$ cat config.mk
export PLATFORM = sky130hd
export DESIGN_NAME = uart_tx_fifo_drain_flat
export DESIGN_NICKNAME = d
export VERILOG_FILES = /design/src/rtl/uart_pkg.sv /design/src/rtl/uart_tx_fifo_drain_if.sv /design/src/rtl/uart_bit_timer.sv /design/src/rtl/uart_tx_fifo_drain.sv /design/src/flat_wrapper.sv
export SDC_FILE = /design/constraint.sdc
export NUM_CORES = 1
export LEC_CHECK = 0
export ABC_AREA = 1
export CORE_MARGIN = 2
export CORE_UTILIZATION = 30
export CTS_CLUSTER_DIAMETER = 40
export DETAILED_ROUTE_END_ITERATION = 16
export GPL_TIMING_DRIVEN = 0
export PLACE_DENSITY_LB_ADDON = 0.12
export SLEW_MARGIN = 20
export SYNTH_ARGS = -nofsm -noshare
export SYNTH_HDL_FRONTEND = slang
export SYNTH_SLANG_ARGS = --single-unit
export TNS_END_PERCENT = 100
$ cat constraint.sdc
create_clock -name clk -period 2.8 [get_ports clk]
set_input_delay 0.28 -clock clk [delete_from_list [all_inputs] [get_ports clk]]
set_output_delay 0.28 -clock clk [all_outputs]
set_load 0.01 [all_outputs]
$ cat src/rtl/uart_pkg.sv
// uart_pkg: shared FSM encoding, frame constants and bit-timer sizing helper
package uart_pkg;
  typedef logic [2:0] state_t;
  localparam state_t S_IDLE   = 3'd0;
  localparam state_t S_WAIT   = 3'd1;
  localparam state_t S_START  = 3'd2;
  localparam state_t S_DATA   = 3'd3;
  localparam state_t S_PARITY = 3'd4;
  localparam state_t S_STOP   = 3'd5;
  localparam int UART_DATA_BITS = 8;
  function automatic int clog2(input int v);
    int r;
    r = 0;
    while ((1 << r) < v) r++;
    return r < 1 ? 1 : r;
  endfunction
endpackage

$ cat src/rtl/uart_tx_fifo_drain_if.sv
// uart_tx_fifo_drain_if: FIFO read-port bundle between the byte FIFO and the UART drain
interface uart_tx_fifo_drain_if;
  import uart_pkg::*;
  logic                      fifo_rd_en;
  logic [UART_DATA_BITS-1:0] fifo_rd_data;
  logic                      fifo_empty;
  modport master(output fifo_rd_en, input fifo_rd_data, input fifo_empty);
  modport slave(input fifo_rd_en, output fifo_rd_data, output fifo_empty);
endinterface

$ cat src/rtl/uart_bit_timer.sv
// uart_bit_timer: counts 0..CLKS_PER_BIT-1 and flags the last cycle of each bit
module uart_bit_timer import uart_pkg::*; #(
  parameter int CLKS_PER_BIT = 434
) (
  input  logic clk,
  input  logic rst,
  input  logic clr,
  output logic bit_end
);
  localparam int CW = clog2(CLKS_PER_BIT);
  localparam logic [CW-1:0] LAST = CW'(CLKS_PER_BIT - 1);
  logic [CW-1:0] cnt_q, cnt_d;
  assign bit_end = cnt_q == LAST;
  always_comb cnt_d = (clr || bit_end) ? '0 : cnt_q + 1'b1;
  always_ff @(posedge clk or posedge rst)
    if (rst) cnt_q <= '0;
    else cnt_q <= cnt_d;
endmodule

$ cat src/rtl/uart_tx_fifo_drain.sv
// uart_tx_fifo_drain: pops bytes from the FIFO read port and serialises them as UART frames
module uart_tx_fifo_drain import uart_pkg::*; #(
  parameter int CLKS_PER_BIT = 434,
  parameter bit PARITY_EN    = 0,
  parameter bit PARITY_ODD   = 0,
  parameter int STOP_BITS    = 1
) (
  input  logic                        clk,
  input  logic                        rst,
  input  logic                        tx_en,
  uart_tx_fifo_drain_if.master        fifo,
  output logic                        uart_tx,
  output logic                        busy,
  output logic                        byte_done
);
  state_t state_q, state_d;
  logic [UART_DATA_BITS-1:0] sh_q, sh_d;
  logic [2:0] idx_q, idx_d;
  logic par_q, par_d, tx_q, tx_d, bit_end, clr, last_stop;
  // timer restarts on every state entry and stays parked while no bit is on the line
  assign clr = state_d != state_q || state_q == S_IDLE || state_q == S_WAIT;
  assign last_stop = idx_q == 3'(STOP_BITS - 1);
  assign uart_tx = tx_q;
  uart_bit_timer #(.CLKS_PER_BIT(CLKS_PER_BIT)) u_timer (
    .clk(clk),
    .rst(rst),
    .clr(clr),
    .bit_end(bit_end)
  );
  always_ff @(posedge clk or posedge rst)
    if (rst) state_q <= S_IDLE;
    else state_q <= state_d;
  always_comb begin
    state_d = state_q;
    case (state_q)
      S_IDLE:   state_d = fifo.fifo_rd_en ? S_WAIT : S_IDLE;
      S_WAIT:   state_d = S_START;
      S_START:  state_d = bit_end ? S_DATA : S_START;
      S_DATA:   state_d = (bit_end && idx_q == 3'd7) ? (PARITY_EN ? S_PARITY : S_STOP) : S_DATA;
      S_PARITY: state_d = bit_end ? S_STOP : S_PARITY;
      S_STOP:   state_d = (bit_end && last_stop) ? S_IDLE : S_STOP;
      default:  state_d = S_IDLE;
    endcase
  end
  always_comb begin
    fifo.fifo_rd_en = state_q == S_IDLE && tx_en && !fifo.fifo_empty && !rst;
    busy = state_q != S_IDLE;
    byte_done = state_q == S_STOP && bit_end && last_stop;
  end
  // line level is registered from the upcoming state so it changes on the entering edge
  always_comb begin
    sh_d = state_q == S_WAIT ? fifo.fifo_rd_data : (state_q == S_DATA && bit_end) ? sh_q >> 1 : sh_q;
    par_d = state_q == S_WAIT ? (^fifo.fifo_rd_data) ^ PARITY_ODD : par_q;
    idx_d = state_d != state_q ? 3'd0 : bit_end ? idx_q + 3'd1 : idx_q;
    tx_d = state_d == S_START ? 1'b0 : state_d == S_DATA ? sh_d[0] : state_d == S_PARITY ? par_q : 1'b1;
  end
  always_ff @(posedge clk or posedge rst)
    if (rst) begin
      sh_q  <= '0;
      par_q <= 1'b0;
      idx_q <= '0;
      tx_q  <= 1'b1;
    end else begin
      sh_q  <= sh_d;
      par_q <= par_d;
      idx_q <= idx_d;
      tx_q  <= tx_d;
    end
endmodule

$ cat src/flat_wrapper.sv
// flat-port wrapper written by rule: the top's interface ports become plain ports
module uart_tx_fifo_drain_flat import uart_pkg::*;
#(
  parameter int CLKS_PER_BIT = 434,
  parameter bit PARITY_EN    = 0,
  parameter bit PARITY_ODD   = 0,
  parameter int STOP_BITS    = 1
)
  (clk, rst, tx_en, uart_tx, busy, byte_done, fifo_fifo_rd_en, fifo_fifo_rd_data, fifo_fifo_empty);
  uart_tx_fifo_drain_if fifo_i ();
  input  logic clk;
  input  logic rst;
  input  logic tx_en;
  output logic uart_tx;
  output logic busy;
  output logic byte_done;
  output wire logic [$bits(fifo_i.fifo_rd_en)-1:0] fifo_fifo_rd_en;
  input wire logic [$bits(fifo_i.fifo_rd_data)-1:0] fifo_fifo_rd_data;
  input wire logic [$bits(fifo_i.fifo_empty)-1:0] fifo_fifo_empty;
  assign fifo_fifo_rd_en = fifo_i.fifo_rd_en;
  assign fifo_i.fifo_rd_data = fifo_fifo_rd_data;
  assign fifo_i.fifo_empty = fifo_fifo_empty;
  uart_tx_fifo_drain #(.CLKS_PER_BIT(CLKS_PER_BIT), .PARITY_EN(PARITY_EN), .PARITY_ODD(PARITY_ODD), .STOP_BITS(STOP_BITS)) u_core (.clk(clk), .rst(rst), .tx_en(tx_en), .fifo(fifo_i), .uart_tx(uart_tx), .busy(busy), .byte_done(byte_done));
endmodule
* Yosys cells after proc, flatten, opt, wreduce, memory -nomap -nowiden
Index checks and enable logic that the tools add are counted.
** Word-level totals
- Register bits after elaboration :: 25
- Latch bits :: 0
- Bits in writable memories :: 0
- Memory bits (read-only) :: 0
- Input port bits :: 12
- Output and inout port bits :: 4
- Word-level logic and storage cells :: 53
- Memories kept :: 0
** Cells by class
- Add/sub/neg operators :: 2
- Multipliers :: 0
- Divide/modulo/power cells :: 0
- $lt $le $gt $ge :: 0
- Equal/unequal tests :: 11
- Shift-type cells :: 0
- Multiplexer cells :: 14
- Bitwise logic cells :: 0
- Reductions and logical operators :: 19
** Operators by type and width (number)
- case mux 3 bit (6 select lines) :: 1
- two-way mux 8 bit :: 2
- == test 3 x 2 -> 1 bit (second input constant) :: 4
- == test 3 bit (second input constant) :: 4
- two-way mux 3 bit :: 4
- adder 9 x 1 -> 9 bit (second input constant) :: 1
- == test 9 bit (second input constant) :: 1
- two-way mux 9 bit :: 1
- logical AND 1 bit :: 8
- XOR reduction 8 bit :: 1
- logical NOT 3 bit :: 2
- two-way mux 1 bit :: 6
- nonzero test 2 bit :: 2
- adder 3 x 1 -> 3 bit (second input constant) :: 1
- == test 3 x 1 -> 1 bit (second input constant) :: 1
- logical OR 1 bit :: 3
- inequality test 3 bit :: 1
- nonzero test 3 bit :: 1
- logical NOT 1 bit :: 2

* Depth between registers and ports, before layout
- Word-level depth :: 11
- Gate-level depth with buffers :: 13
- Mapped depth without buffers :: 13

* By module
Synthesis repeated with hierarchy kept, for this count alone.
** Second synthesis, totals
- Cells, all modules :: 198
- Area, all modules :: 1485.2 um2
** By module, submodules not included
- uart_tx_fifo_drain :: instances 1, cells each 129, area each 978.4 um2, sequential area each 401.6 um2
- uart_bit_timer :: instances 1, cells each 69, area each 506.7 um2, sequential area each 225.2 um2

* Worst setup path before layout
No wires, ideal clock.
- Path type :: register -> output
- From :: register u_core.u_timer.cnt_q[1]
- To :: output byte_done
- Data arrival time :: 1246 ps
- Data required time :: 2520 ps
- Setup slack :: 1274 ps
- Cell stages (with the launch flop) :: 7
- Buffers on the path :: 0
- Cells stage by stage :: dfrtp_1 -> inv_1 -> ha_1 -> nand2_1 -> nor2_1 -> nand3_1 -> nor4_1
** On the way
- Longest elaborated chain between the ends :: 3
** RTL lines
- start, declared :: line uart_bit_timer.sv:12 : logic [CW-1:0] cnt_q, cnt_d;
- start signal, assigned :: line uart_bit_timer.sv:17 : else cnt_q <= cnt_d;
- == test 9 bit :: line uart_bit_timer.sv:13 : assign bit_end = cnt_q == LAST;
- logical AND 1 bit (2 in a row) :: line uart_tx_fifo_drain.sv:48 : byte_done = state_q == S_STOP && bit_end && last_stop;
- end, declared :: line flat_wrapper.sv:16 : output logic byte_done;
Every way passes these cells.

* Worst setup path in the final report
Ends and elaborated chain as after synthesis.

==> summary.txt <==
Hold Buf Count CTS -> 0
Initial antenna violation count -> 0
Worst skew pair latency -> 270 ps
GR Util All Layers -> 11.80%
Worst VDD drop -> 0.0001462 V
Synth top area cells -> dfrtp_1, nand2_1, inv_1, nor2_2, xor2_1
Place WS -> 692.6 ps
Synth cell count leaders -> nand2_1, dfrtp_1, inv_1, nor2_1, nor2_2
Skew final -> 3.823 ps
Critical path peak fanout -> 3
Pwr Density -> 372.4 nW/um^2
Wire per inst -> 10.44 um
CTS max path bufs -> 2
Final setup TNS -> 0 ps
Post-synth top area share -> 40.82%
Final ANT Viol Nets -> 0
CTS resizes -> 0
Min cycle time layout -> 2402 ps
Post-route cell area -> 1752 um^2
Max-slew violations -> 0
Number of port buffers -> 15
Slowest stage delay, CP -> 590 ps
Worst slew pin tran -> 913.0 ps
Ant diodes -> 0
Pleak -> 0.8176 nW
RD Place Congestion -> 0.8614
Vias in the first global route -> 1,168
Worst setup margin -> 397.9 ps
Overall Power -> 0.6523 mW
Num Clock Sinks -> 25
Syn_nets -> 200
Die Y -> 74.04 um
Largest net degree at the start of global routing -> 26
CP startpoint kind -> flop
Total wire length -> 2.808 mm
RSZ-0062 raised after global routing -> false
Initial core utilization -> 31.15%
Count leader, synth -> nand2_1
Asr flop ratio synth -> 100.0%
Final setup viols -> 0
Synth area leader -> dfrtp_1
TritonCTS clock tree -> built
Placement Rows -> 25
Core area -> 4723 um^2
H-Tree Depth -> 1
Synthesized area -> 1471 um^2
Final Instance Count excl. Fillers -> 269
Die W -> 74.04 um
CTS root buf -> clkbuf_8
DR iter-0 viols -> 58
Tcrit/Tclk final -> 85.79%
Maxcap violations -> 0
GRT overflow -> 0
Max-slew headroom -> 38.76%
WS Path Type -> reg -> out
Top FF cell, synth -> dfrtp_1
Post-DR vias/cell -> 4.379
Total CTS buffers -> 3
Synth Register Bits -> 25
Arrival time at the worst endpoint -> 2120 ps
1st-pass router iterations -> 4
Outcome -> completed
Share of the yosys chip area belonging to registers -> 42.60%
Mapped Cells -> 183
First-pass GRT wire length -> 5.016 mm
DRC -> 0
DR vias -> 1,178
DP HPWL -> 2.233 mm
CP Cell Sequence -> inv_1 -> ha_1 -> nand2_1 -> nor2_1 -> nand3_1 -> nor4_1 -> clkdlybuf4s50_1
Area after DPL -> 1705 um^2
Hold Path Class -> in -> async
Yosys warns -> 0
Die area -> 5481 um^2
Element type at the critical path end -> output pin
# nets final -> 220
Critical path's slowest cell -> clkdlybuf4s50_1
Max Fclk -> 0.4163 GHz
Worst-path clk slew -> 90 ps
Post-CTS Setup Bufs -> 0
Post-synth EDFFs -> 0
Hold Violations, Final -> 0
Mapped Avg Cell Area -> 8.040 um^2
Layout cells sized above 1 -> 15.84%
Worst Path Required -> 2520 ps
Post-synth cell types -> 23
Area growth from synthesis to layout -> 19.05%
Placed cells -> 265
Boundary Pins -> 16
-- critical path, delay by kind of cell (launching register included) --
kind                     cells  cell delay (ps)
buffers and inverters        2              650
AND/OR/NAND/NOR              4              610
flip-flops                   1              400
adder cells (fa/ha/maj)      1              180
-- sequential cells by signal, summed over array words and instances, names as in the netlist --
register / cells
u_core.sh_q: 8
u_core.idx_q: 3
u_core.state_q: 3
u_core.u_timer.cnt_q: 9
u_core.uart_tx: 1
u_core.par_q: 1
-- per-layer routing --
metal | routed length [um] | up-vias | global-route usage, %
met2 | 1318 | 24 | 19.35
li1 | - | 602 | -
met4 | 39 | 0 | 5.657
met3 | 100 | 4 | 2.710
met1 | 1349 | 548 | 14.70
met5 | 0 | - | 0
-- placed cells by master (no fill, tap or decap) --
cell type | Yosys | final
nor2_4 | 3 | 3
inv_1 | 24 | 23
o221ai_1 | 1 | 1
nor2_2 | 12 | 12
nor2_1 | 16 | 16
nor3_1 | 2 | 2
nand3_1 | 8 | 8
clkinv_2 | 0 | 1
nand3_2 | 2 | 2
clkinv_1 | 1 | 2
clkbuf_8 | 0 | 3
dfstp_2 | 1 | 1
clkdlybuf4s50_1 | 0 | 15
xor2_1 | 8 | 8
nand2_1 | 48 | 48
dfrtp_1 | 24 | 24
inv_2 | 5 | 5
nand3_4 | 1 | 1
a21oi_1 | 1 | 1
o211ai_1 | 3 | 3
o21ai_0 | 3 | 3
nor4_1 | 1 | 1
nand2_2 | 4 | 4
nand4_1 | 3 | 3
ha_1 | 5 | 5
xnor2_1 | 7 | 7
-- where the power goes --
part | internal (mW) | switching [mW]
sequential | 0.373 | 0.00537
clock | 0.0995 | 0.117
combinational | 0.0307 | 0.0276
-- path summary, 6_finish.rpt --
path | cells past startpoint | to | startpoint | slack (ps)
min in group clk | 2 | u_core.sh_q[1] | u_core.sh_q[1] | 490
hold reg to reg | 2 | u_core.sh_q[1] | u_core.sh_q[1] | 490
setup reg to reg | 13 | u_core.uart_tx | u_core.u_timer.cnt_q[1] | 1020
setup / recovery | 7 | byte_done | u_core.u_timer.cnt_q[1] | 400
max in group asynchronous | 2 | u_core.state_q[0] | rst | 1940
hold / removal | 2 | u_core.idx_q[0] | rst | 430
-- stage by stage --
| stage | util (%) | hold WS (ps) |
|---|---|---|
| final | 37.09 | 428.5 |
| after global placement | 36.11 | 471.8 |
| after global routing | 37.09 | 500.9 |
| after floorplan | - | 306.6 |
| after CTS | 37.09 | 494.8 |
| after detailed placement | 36.11 | 472.1 |
-- cell families after synthesis --
logic type / after synthesis / share of synthesized area (%)
compound gates: 8 / 3.486
xor+xnor: 15 / 8.929
fa+ha+maj: 5 / 4.252
buf+inv: 30 / 7.653
flops: 25 / 42.60
simple gates: 100 / 33.08
-- final cells by class --
| class | instances | area [um^2] |
|---|---|---|
| clock inverter | 1 | 5.005 |
| timing repair buffer | 15 | 150.1 |
| clock buffer | 3 | 41.29 |
| fill | 509 | 2972 |
| multi-input combinational | 128 | 732.0 |
| inverter | 30 | 112.6 |
| sequential | 25 | 626.9 |
| tap | 67 | 83.83 |
No activity file was read; power rests on OpenSTA's default activity.
==> patch, RTL diff (config.mk and constraints unchanged) <==
`CLKS_PER_BIT` is set to 434 in 3 places; all go to 217.
--- a/src/rtl/uart_bit_timer.sv
+++ b/src/rtl/uart_bit_timer.sv
@@ -2,3 +2,3 @@
 module uart_bit_timer import uart_pkg::*; #(
-  parameter int CLKS_PER_BIT = 434
+  parameter int CLKS_PER_BIT = 217
 ) (
--- a/src/rtl/uart_tx_fifo_drain.sv
+++ b/src/rtl/uart_tx_fifo_drain.sv
@@ -2,3 +2,3 @@
 module uart_tx_fifo_drain import uart_pkg::*; #(
-  parameter int CLKS_PER_BIT = 434,
+  parameter int CLKS_PER_BIT = 217,
   parameter bit PARITY_EN    = 0,
--- a/src/flat_wrapper.sv
+++ b/src/flat_wrapper.sv
@@ -3,3 +3,3 @@
 #(
-  parameter int CLKS_PER_BIT = 434,
+  parameter int CLKS_PER_BIT = 217,
   parameter bit PARITY_EN    = 0,
Check against the original RTL: no difference found for any inputs over 10 cycles, from zero or initial values and one cycle with rst high; that may be too few to reach the edited logic, so the function may still have changed.
==> patch against the original RTL <==
- sequential cell count down 1
- power up 12%
- worst setup slack better by 48 ps
- routed wire length down 0.21%
- via count down 6.8%
- synthesized area down 4.2%
- clock power up 41%
- design area down 3.1%
- non-clock buffer count unchanged
==> patch: results (changes against the original RTL) <==
- First-pass GRT wire length: 5220 um (+4.0%)
- Area Overhead vs Synth: 20.3%
- P_leak: 0.819 nW (+0.22%)
- Vias in the first global route: 1158 (-0.86%)
- Non-Clock Inverter Count: 28 (-6.7%)
- Worst IR Drop VDD: 0.315 mV (+120%)
- Total Nets Final: 210 (-4.5%)
- Worst hold path class: flop to flop
- Max incr delay on CP: 570 ps (-20 ps)
- M1 WL: 1320 um (-2.3%)
- Synth top area cells: dfrtp_1 41%, nand2_1 12%, inv_1 5.9%, xnor2_1 5.0%, ha_1 4.4%
- Ratio of cells with drive above 1 in the final layout: 14.1% (-1.8 points)
- HPWL after DPL: 2200 um (-1.6%)
- Final Skew: 14.6 ps (+10.7 ps)
- Relative slew margins: 37.0% (-1.8 points)
- GR Layer Usage met2: 22.0% (+2.7 points)
- Clock-cell share of area: 4.20% (+1.6 points)
- Initial drt markers: 22 (-62%)
- Sequential fraction of the synthesis area: 42.7% (+0.078 points)
- Final GP Congestion: 0.833 (-3.3%)
- Worst Path Arrival: 2070 ps (-50 ps)
- Multi-input logic cell count: 121 (-5.5%)
- M3 GR Usage: 3.61% (+0.90 points)
- Layout non-clock buf frac: 8.85% (+0.28 points)
- Largest regs: u_core.sh_q (8), u_core.u_timer.cnt_q (8)
- Clock Sink Count: 24 (-4.0%)
- Post-synth top cells: 45 x nand2_1, 23 x dfrtp_1, 22 x inv_1
- Status: finished clean
- Via count: 1098 (-6.8%)
- Syn_nets: 190 (-5.0%)
- Pin count of the biggest net entering global routing: 25 (-3.8%)
## patch: cell count changes after synthesis, moves of 2 or more
cell / unedited run / this run
o21bai_1: 0 / 2
nand4_1: 3 / 0
nor2_2: 12 / 4
nand2_1: 48 / 45
nand3b_1: 0 / 2
a21oi_1: 1 / 3
inv_1: 24 / 22
nand3_1: 8 / 10
o21ai_0: 3 / 1
xor2_1: 8 / 5
## patch: metrics by stage
stage	instances	util (%)
6_report	244	38.2
5_1_grt	244	38.2
3_5_place_dp	240	36.6
3_3_place_gp	240	36.6
2_1_floorplan	173	-
4_1_cts	244	38.2
## patch: kinds of logic (layout without fill, tap and decap cells)
family	count (synthesis)	after routing	share of synthesized area (%)
AND/OR/NAND/NOR	93	93	32.8
AO/OA/AOI/OAI	10	10	4.52
adder cells (fa/ha/maj)	5	5	4.44
flip-flops	24	24	42.7
XOR/XNOR	13	13	8.07
buffers and inverters	28	47	7.45
## patch: worst paths after layout
kind	start	end	slack [ps]	cells after the start
min	u_core.u_timer.cnt_q[0]$_DFF_PP0_	u_core.u_timer.cnt_q[0]$_DFF_PP0_	460	1
min reg2reg	u_core.u_timer.cnt_q[0]$_DFF_PP0_	u_core.u_timer.cnt_q[0]$_DFF_PP0_	460	1
min in group asynchronous	rst	u_core.idx_q[1]$_DFFE_PP0P_	550	2
max in group asynchronous	rst	u_core.sh_q[1]$_DFFE_PP0P_	1660	2
max reg2reg	u_core.u_timer.cnt_q[0]$_DFF_PP0_	u_core.sh_q[5]$_DFFE_PP0P_	1040	11
max	u_core.u_timer.cnt_q[0]$_DFF_PP0_	byte_done	450	7
## patch: where the power goes
group	switching [mW]	internal [mW]	total, mW
Clock	0.114	0.191	0.305
Combinational	0.0275	0.0349	0.0624
Sequential	0.00471	0.358	0.363
